## src/rtl/branch_ctrl_if.sv

```systemverilog
// Instruction-side bus between decode/ALU and branch_ctrl: opcode, branch
// operand, ALU status flags, and the resulting ROM address and taken strobe.
interface branch_ctrl_if #(
    parameter int PC_W = 10
);
    logic [3:0]      op;
    logic [7:0]      target;
    logic            flag_we;
    logic            halt_req;
    logic            z_in;
    logic            neg_in;
    logic            co_in;
    logic [PC_W-1:0] pc;
    logic            taken;

    modport master (
        output op, target, flag_we, halt_req, z_in, neg_in, co_in,
        input  pc, taken
    );

    modport slave (
        input  op, target, flag_we, halt_req, z_in, neg_in, co_in,
        output pc, taken
    );
endinterface

```

## src/rtl/branch_ctrl.sv

```systemverilog
// Program counter, flag register and IDLE/RUN/HALT run controller.
// Optional branch statistics counter enabled by defining BRANCH_STATS_EN.
module branch_ctrl #(
    parameter int         PC_W   = 10,
    parameter logic [3:0] OP_JMP = 4'h8,
    parameter logic [3:0] OP_BRZ = 4'h9,
    parameter logic [3:0] OP_BRN = 4'hA
) (
    input  logic          CLK,
    input  logic          reset_n,
    input  logic          start,
    branch_ctrl_if.slave  bus,
    output logic          zf,
    output logic          nf,
    output logic          cf,
    output logic          done
`ifdef BRANCH_STATS_EN
   ,output logic [15:0]   br_count
`endif
);

    typedef enum logic [1:0] {
        IDLE,
        RUN,
        HALT
    } state_t;

    state_t          state_q, state_d;
    logic [PC_W-1:0] pc_q, pc_d;
    logic [2:0]      flags_q, flags_d;
    logic            done_q, done_d;

    logic            is_jmp, is_brz, is_brn;
    logic            branch_hit;
    logic            taken;
    logic [PC_W-1:0] offset;
    logic [PC_W-1:0] next_pc;

    // Branch decisions use only registered flags, keeping the ALU out of the pc path.
    always_comb begin
        is_jmp     = (bus.op == OP_JMP);
        is_brz     = (bus.op == OP_BRZ);
        is_brn     = (bus.op == OP_BRN);
        branch_hit = is_jmp | (is_brz & flags_q[2]) | (is_brn & flags_q[1]);
        taken      = (state_q == RUN) && !bus.halt_req && branch_hit;
        offset     = PC_W'($signed(bus.target));
        if (is_jmp) begin
            next_pc = PC_W'(bus.target);
        end else if (branch_hit) begin
            next_pc = pc_q + offset;
        end else begin
            next_pc = pc_q + PC_W'(1);
        end
    end

    always_comb begin
        state_d = state_q;
        pc_d    = pc_q;
        flags_d = flags_q;
        done_d  = done_q;
        unique case (state_q)
            IDLE: begin
                pc_d    = '0;
                flags_d = '0;
                done_d  = 1'b0;
                if (start) begin
                    state_d = RUN;
                end
            end
            RUN: begin
                if (bus.flag_we) begin
                    flags_d = {bus.z_in, bus.neg_in, bus.co_in};
                end
                if (bus.halt_req) begin
                    state_d = HALT;
                    done_d  = 1'b1;
                end else begin
                    pc_d = next_pc;
                end
            end
            HALT: begin
                done_d = 1'b1;
                if (start) begin
                    state_d = RUN;
                    pc_d    = '0;
                    flags_d = '0;
                    done_d  = 1'b0;
                end
            end
            default: begin
                state_d = IDLE;
                pc_d    = '0;
                flags_d = '0;
                done_d  = 1'b0;
            end
        endcase
    end

    always_ff @(posedge CLK or negedge reset_n) begin
        if (!reset_n) begin
            state_q <= IDLE;
            pc_q    <= '0;
            flags_q <= '0;
            done_q  <= 1'b0;
        end else begin
            state_q <= state_d;
            pc_q    <= pc_d;
            flags_q <= flags_d;
            done_q  <= done_d;
        end
    end

`ifdef BRANCH_STATS_EN
    logic [15:0] br_count_q;
    logic        entering_run;

    assign entering_run = (state_q != RUN) && (state_d == RUN);

    // Each new program run starts counting from zero; the count saturates.
    always_ff @(posedge CLK or negedge reset_n) begin
        if (!reset_n) begin
            br_count_q <= '0;
        end else if (entering_run) begin
            br_count_q <= '0;
        end else if (taken && (br_count_q != 16'hFFFF)) begin
            br_count_q <= br_count_q + 16'd1;
        end
    end

    assign br_count = br_count_q;
`endif

    assign bus.pc    = pc_q;
    assign bus.taken = taken;
    assign zf        = flags_q[2];
    assign nf        = flags_q[1];
    assign cf        = flags_q[0];
    assign done      = done_q;

endmodule

```

## src/flat_wrapper.sv

```systemverilog
// flat-port wrapper written by rule: the top's interface ports become plain ports
module branch_ctrl_flat 
#(
    parameter int         PC_W   = 10,
    parameter logic [3:0] OP_JMP = 4'h8,
    parameter logic [3:0] OP_BRZ = 4'h9,
    parameter logic [3:0] OP_BRN = 4'hA
)
  (CLK, reset_n, start, zf, nf, cf, done, bus_op, bus_target, bus_flag_we, bus_halt_req, bus_z_in, bus_neg_in, bus_co_in, bus_pc, bus_taken);
  branch_ctrl_if #(.PC_W(PC_W)) bus_i ();
  input  logic CLK;
  input  logic reset_n;
  input  logic start;
  output logic zf;
  output logic nf;
  output logic cf;
  output logic done;
  input wire logic [$bits(bus_i.op)-1:0] bus_op;
  input wire logic [$bits(bus_i.target)-1:0] bus_target;
  input wire logic [$bits(bus_i.flag_we)-1:0] bus_flag_we;
  input wire logic [$bits(bus_i.halt_req)-1:0] bus_halt_req;
  input wire logic [$bits(bus_i.z_in)-1:0] bus_z_in;
  input wire logic [$bits(bus_i.neg_in)-1:0] bus_neg_in;
  input wire logic [$bits(bus_i.co_in)-1:0] bus_co_in;
  output wire logic [$bits(bus_i.pc)-1:0] bus_pc;
  output wire logic [$bits(bus_i.taken)-1:0] bus_taken;
  assign bus_i.op = bus_op;
  assign bus_i.target = bus_target;
  assign bus_i.flag_we = bus_flag_we;
  assign bus_i.halt_req = bus_halt_req;
  assign bus_i.z_in = bus_z_in;
  assign bus_i.neg_in = bus_neg_in;
  assign bus_i.co_in = bus_co_in;
  assign bus_pc = bus_i.pc;
  assign bus_taken = bus_i.taken;
  branch_ctrl #(.PC_W(PC_W), .OP_JMP(OP_JMP), .OP_BRZ(OP_BRZ), .OP_BRN(OP_BRN)) u_core (.CLK(CLK), .reset_n(reset_n), .start(start), .bus(bus_i), .zf(zf), .nf(nf), .cf(cf), .done(done));
endmodule
```

## config.mk

```make
export PLATFORM = sky130hd
export DESIGN_NAME = branch_ctrl_flat
export DESIGN_NICKNAME = d
export VERILOG_FILES = /design/src/rtl/branch_ctrl_if.sv /design/src/rtl/branch_ctrl.sv /design/src/flat_wrapper.sv
export SDC_FILE = /design/constraint.sdc
export NUM_CORES = 1
export LEC_CHECK = 0
export BUFFER_PORTS_ARGS = -buffer_cell sky130_fd_sc_hd__buf_4
export CORE_ASPECT_RATIO = 0.9
export CORE_UTILIZATION = 30
export DETAILED_ROUTE_END_ITERATION = 16
export PLACE_DENSITY_LB_ADDON = 0.1
export SLEW_MARGIN = 20
export SYNTH_ARGS = -nofsm -noshare
export SYNTH_HDL_FRONTEND = slang
export SYNTH_SLANG_ARGS = --single-unit
```

## constraint.sdc

```tcl
create_clock -name CLK -period 7.2 [get_ports CLK]
set_clock_uncertainty 0.05 [all_clocks]
set_input_delay 1.44 -clock CLK [delete_from_list [all_inputs] [get_ports CLK]]
set_output_delay 1.44 -clock CLK [all_outputs]
set_load 0.05 [all_outputs]
```

### Word level (Yosys, flattened, before mapping)

Cells that the tools add are included.

| storage, ports and cells | value |
|---|---|
| flip-flop bits (word level) | 16 |
| input port bits | 20 |
| output and inout port bits | 15 |
| logic and storage cells | 42 |

| operators by class | value |
|---|---|
| equal/unequal tests | 10 |
| multiplexer cells | 14 |
| reduce and logical (&&, ||, !) cells | 8 |
| bitwise operators | 4 |
| $add $sub $neg | 2 |

Operators by type and width:

| cell | count |
|---|---|
| $mux 10 | 4 |
| $pmux 10 s2 | 1 |
| $eq 4x4->1 const B | 3 |
| $add 10x1->10 const B | 1 |
| $add 10x10->10 | 1 |
| $ne 2x2->1 const B | 4 |
| $mux 3 | 2 |
| $pmux 3 s2 | 1 |
| $reduce_and 2->1 | 3 |
| $mux 2 | 2 |
| $pmux 2 s2 | 1 |
| $and 1x1->1 | 2 |
| $eq 2x1->1 const B | 1 |
| $eq 2x2->1 const B | 1 |
| $logic_and 1x1->1 | 2 |
| $logic_not 2->1 | 1 |
| $mux 1 | 2 |
| $ne 2x1->1 const B | 1 |
| $or 1x1->1 | 2 |
| $pmux 1 s2 | 1 |
| $reduce_or 2->1 | 1 |
| $logic_not 1->1 | 1 |

### Depth between registers and ports, before layout

Gate-level depths: netlist of the first run.

| logic depth | value |
|---|---|
| depth in word-level cells | 8 |
| depth in mapped cells | 12 |
| depth with buffers taken out | 12 |

### Worst setup path after synthesis of the first run

Ideal clock, no wire load.

| path | value |
|---|---|
| kind | input to output |
| from | in bus_op[0] |
| to | out bus_taken |
| cell stages on the path | 3 |
| arrival | 2365 ps |
| path buffers | 0 |
| setup slack | 3345 ps |
| data required time | 5710 ps |
| path through | nand2b_1 > a21oi_1 > and2_1 |

| between the ends | value |
|---|---|
| longest elaborated chain between the ends | 5 |
| elaborated cells on any way between the ends | 8 |
| classes of those cells | eq/ne: 3; bitwise: 4; reduce/logical: 1 |

Ends and longest elaborated chain:

| element | line | text |
|---|---|---|
| from (decl) | flat_wrapper.sv:18 | `input wire logic [$bits(bus_i.op)-1:0] bus_op;` |
| $eq 4x4->1 | branch_ctrl.sv:42 | `is_brz = (bus.op == OP_BRZ);` |
| $and 1x1->1 | branch_ctrl.sv:44 | `branch_hit = is_jmp \| (is_brz & flags_q[2]) \| (is_brn & flags_q[1]);` |
| $or 1x1->1 | branch_ctrl.sv:44 |  |
| $or 1x1->1 (*) | branch_ctrl.sv:44 |  |
| $logic_and 1x1->1 (*) | branch_ctrl.sv:45 | `taken = (state_q == RUN) && !bus.halt_req && branch_hit;` |
| to (decl) | flat_wrapper.sv:26 | `output wire logic [$bits(bus_i.taken)-1:0] bus_taken;` |

Mark *: on every way between the ends. The rest lies on a longest branch, timed or not.

### Worst setup path in the final report of the first run

| path | value |
|---|---|
| from | in bus_op[2] |
| to | out bus_taken |

The elaborated chain is that of the path after synthesis.

==> summary.md, run 1 <==
| Metric | Value |
|---|---|
| Worst path top cell family by delay | `compound AO/OA/AOI/OAI gates` |
| Post-Syn Area | `0.001279 mm^2` |
| I/O Buffers | `34` |
| Max Cap Viol | `0` |
| CP Buf/Inv Count | `2` |
| Total clock sinks | `16` |
| CP peak stage delay | `0.45 ns` |
| CTS resizes | `0` |
| Crit Path Max Fanout | `8` |
| Unrepaired setup endpoints after global routing | `false` |
| Primary FF master, synth | `dfrtp_1` |
| Area Growth Syn to Fin | `27.79%` |
| Syn Inst Count | `150` |
| # rows | `22` |
| Post-CTS setup buffer count | `0` |
| Insertion delay to the later sink of the worst-skew pair | `0.25 ns` |
| Non-filler cells in the finished layout | `234` |
| DP HPWL | `2415 um` |
| Chip width | `70.82 um` |
| Number of global-route vias before repair | `1177` |
| Crit end category | `output pin` |
| Antenna fix cells | `0` |
| Min Tclk post-route | `4.095 ns` |
| Initial antenna violation count | `0` |
| Met1 Use GR | `0.1938` |
| Post-synth EDFFs | `0` |
| Crit-path slowest cell | `a21oi_1` |
| Register area share after synthesis | `0.3131` |
| CTS H-tree lvls | `1` |
| M2 GR Usage | `0.2608` |
| Final hold vios | `0` |
| Hold slack | `0.4615 ns` |
| CTS root buf | `clkbuf_8` |
| Tcrit/Tclk final | `0.5687` |
| Hold buffer count at cts | `0` |
| Setup slack after placement | `2.888 ns` |
| Mean Syn Cell Area | `8.525 um^2` |
| DRT Pass-1 Iters | `6` |
| Maximum vdd drop | `0.1168 mV` |
| Post-route ant nets | `0` |
| DR WL/cell | `13.63 um` |
| Total CTS buffers | `3` |
| Relative slew slack | `0.4378` |
| #FFs+latches synth | `16` |
| Final Max Slew Viols | `0` |
| Fillers | `435` |
| Number of library cell types mapped by synthesis | `33` |
| GRT overflow | `0` |
| Global Route Usage Sum | `0.1513` |
| Largest net degree at the start of global routing | `17` |
| Syn Nets | `184` |
| First-pass GRT wire length | `5319 um` |
| Share of cells above drive strength 1 | `0.2312` |
| Worst-path clk slew | `0.07 ns` |
| Power Dens Cells | `223.8 mW/mm^2` |
| Placed cell count | `230` |
| Nets | `221` |
| Crit path cell chain | `buf_4 -> nand2b_1 -> a21oi_1 -> and2_1 -> buf_4` |
| Leakage | `0.8583 nW` |
| Core box area | `0.004074 mm^2` |
| Via density | `5.051` |
| I/O pin cnt | `35` |
| Initial Util | `0.3139` |
| # setup viols final | `0` |
| CP required | `5.71 ns` |
| Vias post-DR | `1182` |
| Setup ws final | `3.105 ns` |
| Die ar. | `0.004528 mm^2` |
| Grt met3 use | `0.03943` |
| Busiest layer in global routing | `met2` |
| Final GP Congestion | `0.7636` |
| Area of the multi-input gates | `840.8 um^2` |
| Clock buffer depth | `2` |
| Slew @ Worst Pin | `0.8368 ns` |
| Crit path DAT | `2.60 ns` |
| Initial DRC Count | `41` |
| Storage element area | `400.4 um^2` |
| Die Y | `63.94 um` |
| Ys Warns | `0` |
| Hold Path Class | `reg -> reg` |
| Post-route DRC | `0` |
| Critical path class | `in -> out` |
| Type of origin of the critical path | `primary input` |
| Ys async rst share | `1.000` |
| Wirelength, routed | `3189 um` |
| Setup TNS | `0 ns` |
| Most used cell along the critical path | `buf_4` |
| Peak Freq | `244.2 MHz` |
| CTS tree | `done` |
| Status | `finished, final reports clean` |
==> cell families after synthesis <==
group | Yosys count | share of synthesized area
simple gates | 58 | 0.2251
buf+inv | 8 | 0.02935
xor+xnor | 6 | 0.04110
fa+ha+maj | 14 | 0.1429
mux | 5 | 0.03914
compound gates | 43 | 0.2094
flops | 16 | 0.3131
==> power by group <==
part	internal (mW)	switching, mW
clock	0.0486	0.0338
sequential	0.105	0.0135
combinational	0.0559	0.108
total	0.210	0.156
==> area by class of cell <==
class | instances | area share
inverters | 6 | 0.01378
multi-input cells | 126 | 0.5145
flip-flops and latches | 16 | 0.2450
clock buffers | 4 | 0.03369
well taps | 48 | 0.03675
repair buffers | 34 | 0.1562
==> synth_stat cells, drive strengths merged, types with 2 or more instances <==
| master | count | area (um^2) |
|---|---|---|
| nand2 | 20 | 77.58 |
| o21ai | 18 | 90.09 |
| dfrtp | 16 | 400.4 |
| a21oi | 13 | 72.57 |
| ha | 13 | 162.7 |
| nor2 | 11 | 41.29 |
| and2 | 7 | 43.79 |
| inv | 6 | 22.52 |
| nand2b | 6 | 37.54 |
| mux2i | 5 | 50.05 |
| a21o | 4 | 30.03 |
| nand3 | 4 | 20.02 |
| xnor2 | 3 | 26.28 |
| xor2 | 3 | 26.28 |
| a211oi | 2 | 20.02 |
| a22o | 2 | 17.52 |
| nor2b | 2 | 12.51 |
| nor4 | 2 | 12.51 |
| or3 | 2 | 12.51 |
==> path summary, 6_finish.rpt <==
check	from	end	slack [ns]	cells after the start
worst max-delay path	bus_op[2]	bus_taken	3.11	5
worst min-delay path	u_core.done$_DFFE_PN0P_	u_core.done$_DFFE_PN0P_	0.46	1
worst max register to register	u_core.flags_q[2]$_DFFE_PN0P_	u_core.bus.pc[6]$_DFFE_PN0P_	4.08	12
worst min register to register	u_core.done$_DFFE_PN0P_	u_core.done$_DFFE_PN0P_	0.46	1
max in group asynchronous	reset_n	u_core.bus.pc[2]$_DFFE_PN0P_	5.91	1
min in group asynchronous	reset_n	u_core.flags_q[2]$_DFFE_PN0P_	0.99	1
==> metrics by stage <==
step,utilization,power [mW],area [um^2]
final,0.4011,0.3657,1634
after floorplan,-,0.2323,1279
after CTS,0.4011,0.3737,1634
after global placement,0.3876,0.2816,1579
after global routing,0.4011,0.3955,1634
after detailed placement,0.3876,0.2862,1579
==> flip-flops by register name (all words and copies together), names as in the netlist <==
signal	cells
u_core.bus.pc	10
u_core.done	1
u_core.state_q	2
u_core.flags_q	3
==> worst register-to-register path: cells and delay by family (launching register included) <==
| kind | cells | cell delay [ns] |
|---|---|---|
| xor gates and xnor gates | 1 | 0.08 |
| AOI/OAI and AO/OA | 6 | 1.62 |
| DFF | 1 | 0.35 |
| and+or+nand+nor | 2 | 0.21 |
| adders and majority gates | 2 | 0.63 |
| buffers and inverters | 1 | 0.06 |
==> per-layer routing <==
metal | vias up | share of wire
li1 | 604 | -
met4 | 0 | 0.0041
met3 | 2 | 0.058
met5 | - | 0
met1 | 543 | 0.50
met2 | 33 | 0.44
==> cells in the final DEF, fill, tap and decap left out, types with 5 or more instances in the layout <==
cell type and n:
a21oi_1 11, and2_1 7, buf_4 34, dfrtp_1 16, ha_1 13, inv_1 6
mux2i_1 5, nand2_1 19, nand2b_1 6, nor2_1 11, o21ai_0 18
Power figures use the tool's default switching activity.
==> run 2: changes to the inputs <==
Clock period 7.2 ns to 4 ns, I/O delays scaled along.
==> summary.md, run 2 (synthesized netlist as in run 1, its figures left out) <==
| Metric | Value |
|---|---|
| Status | `finished, final reports clean` |
| Max reg flops | `10` |
| Nets | `223` |
| Maximum vdd drop | `0.2123 mV` |
| Power Dens Cells | `400.0 mW/mm^2` |
| Via density | `5.068` |
| Clock power share | `0.226` |
| Tcrit/Tclk final | `0.7876` |
| Setup TNS | `0 ns` |
| # setup viols final | `0` |
| Final Max Slew Viols | `0` |
| Worst path top cell family by delay | `compound AO/OA/AOI/OAI gates` |
| DRT Pass-1 Iters | `6` |
| Post-route ant nets | `0` |
| DR WL/cell | `13.39 um` |
| Crit path DAT | `3.24 ns` |
| I/O pin cnt | `35` |
| Wirelength, routed | `3159 um` |
| Global Route Usage Sum | `0.1534` |
| CP required | `4.09 ns` |
| Antenna fix cells | `0` |
| Hold buffer count at cts | `0` |
| Insertion delay to the later sink of the worst-skew pair | `0.25 ns` |
| Die Y | `63.94 um` |
| Final GP Congestion | `0.7749` |
| Commonest non-fill, non-tap cells in the layout | `buf_4, nand2_1, o21ai_0` |
| CP peak stage delay | `0.41 ns` |
| Core box area | `0.004074 mm^2` |
| Crit path cell chain | `buf_4 -> nand2b_1 -> a21oi_1 -> buf_4 -> nand2b_1 -> ha_1 -> fa_1 -> a21o_1 -> a21oi_1 -> nor2_1 -> a211oi_2 -> xnor2_1 -> a221o_1` |
| Share of cells above drive strength 1 | `0.2394` |
| Initial DRC Count | `72` |
| CTS tree | `done` |
| Sw Ratio | `0.4266` |
| Fillers | `432` |
| Relative slew slack | `0.6910` |
| Hold Path Class | `in -> async` |
| CTS resizes | `0` |
| Register share of total power | `0.325` |
| GRT overflow | `0` |
| I/O Buffers | `34` |
| Type of origin of the critical path | `primary input` |
| Slew @ Worst Pin | `0.4608 ns` |
| Initial Util | `0.3139` |
| Post-CTS setup buffer count | `0` |
| Number of global-route vias before repair | `1192` |
| Unrepaired setup endpoints after global routing | `false` |
| CTS root buf | `clkbuf_8` |
| Internal power | `0.3783 mW` |
| Area Growth Syn to Fin | `28.96%` |
| DP HPWL | `2420 um` |
| Chip width | `70.82 um` |
| Post-route DRC | `0` |
| CTS H-tree lvls | `1` |
| Crit-path slowest cell | `fa_1` |
| Total clock sinks | `16` |
| Worst-path clk slew | `0.07 ns` |
| Die ar. | `0.004528 mm^2` |
| Most common library cell in the layout ignoring fill and taps | `buf_4` |
| Clock buffer depth | `2` |
| Leakage | `0.8690 nW` |
| Min Tclk post-route | `3.150 ns` |
| Initial antenna violation count | `0` |
| Largest net degree at the start of global routing | `17` |
| Net Sw Power | `0.2814 mW` |
| Critical path class | `in -> reg` |
| Max Cap Viol | `0` |
| Final hold vios | `0` |
| # rows | `22` |
| Crit end category | `flip-flop` |
| CP Buf/Inv Count | `2` |
| Combinational power share | `0.449` |
| Peak Freq | `317.4 MHz` |
| Crit Path Max Fanout | `8` |
| Total CTS buffers | `3` |
| Vias post-DR | `1196` |
| First-pass GRT wire length | `5444 um` |
| Hold slack | `0.3501 ns` |
-- run 2: cell count changes in the layout (fill, tap and decap cells not counted) --
cell / change
buf_4: +2
-- run 2: per-stage QoR --
step / cell area, um^2 / total power, mW / instances / utilization / setup WS (ns)
2_1_floorplan: 1279 / 0.4182 / 150 / - / 0.8321
5_1_grt: 1649 / 0.7142 / 236 / 0.4048 / 0.6625
3_3_place_gp: 1594 / 0.5079 / 232 / 0.3913 / 0.6106
6_report: 1649 / 0.6597 / 236 / 0.4048 / 0.8497
3_5_place_dp: 1594 / 0.5141 / 232 / 0.3913 / 0.5571
4_1_cts: 1649 / 0.6694 / 236 / 0.4048 / 0.8260
-- run 2: layout make-up --
cell class | count | area, um^2 | area share
clock buffer | 4 | 55.05 | 0.03338
inverter | 6 | 22.52 | 0.01366
multi-input combinational | 126 | 840.8 | 0.5099
sequential | 16 | 400.4 | 0.2428
tap | 48 | 60.06 | 0.03642
timing repair buffer | 36 | 270.3 | 0.1639
-- run 2: routing by layer --
metal | GRT usage | up-vias | share of wire
met5 | 0 | - | 0
met4 | 0.05250 | 0 | 0.012
met3 | 0.02997 | 4 | 0.046
met2 | 0.2500 | 30 | 0.44
met1 | 0.2027 | 550 | 0.50
li1 | - | 612 | -
-- run 2: worst paths after layout --
path	to	depth (start not counted)	startpoint	slack [ns]
max	u_core.bus.pc[6]$_DFFE_PN0P_	13	bus_op[2]	0.85
min	u_core.bus.pc[7]$_DFFE_PN0P_	1	reset_n	0.35
max reg2reg	u_core.bus.pc[6]$_DFFE_PN0P_	13	u_core.flags_q[2]$_DFFE_PN0P_	1.11
min reg2reg	u_core.done$_DFFE_PN0P_	1	u_core.done$_DFFE_PN0P_	0.47
max in group asynchronous	u_core.bus.pc[1]$_DFFE_PN0P_	1	reset_n	3.35
min in group CLK	u_core.done$_DFFE_PN0P_	1	u_core.done$_DFFE_PN0P_	0.47
-- run 2: power groups by stage --
stage	combinational [mW]	clock [mW]	sequential, mW
4_1_cts	0.299	0.156	0.214
6_report	0.296	0.149	0.214
3_5_place_dp	0.297	0	0.217
2_1_floorplan	0.138	0	0.280
3_3_place_gp	0.292	0	0.216
5_1_grt	0.331	0.164	0.219
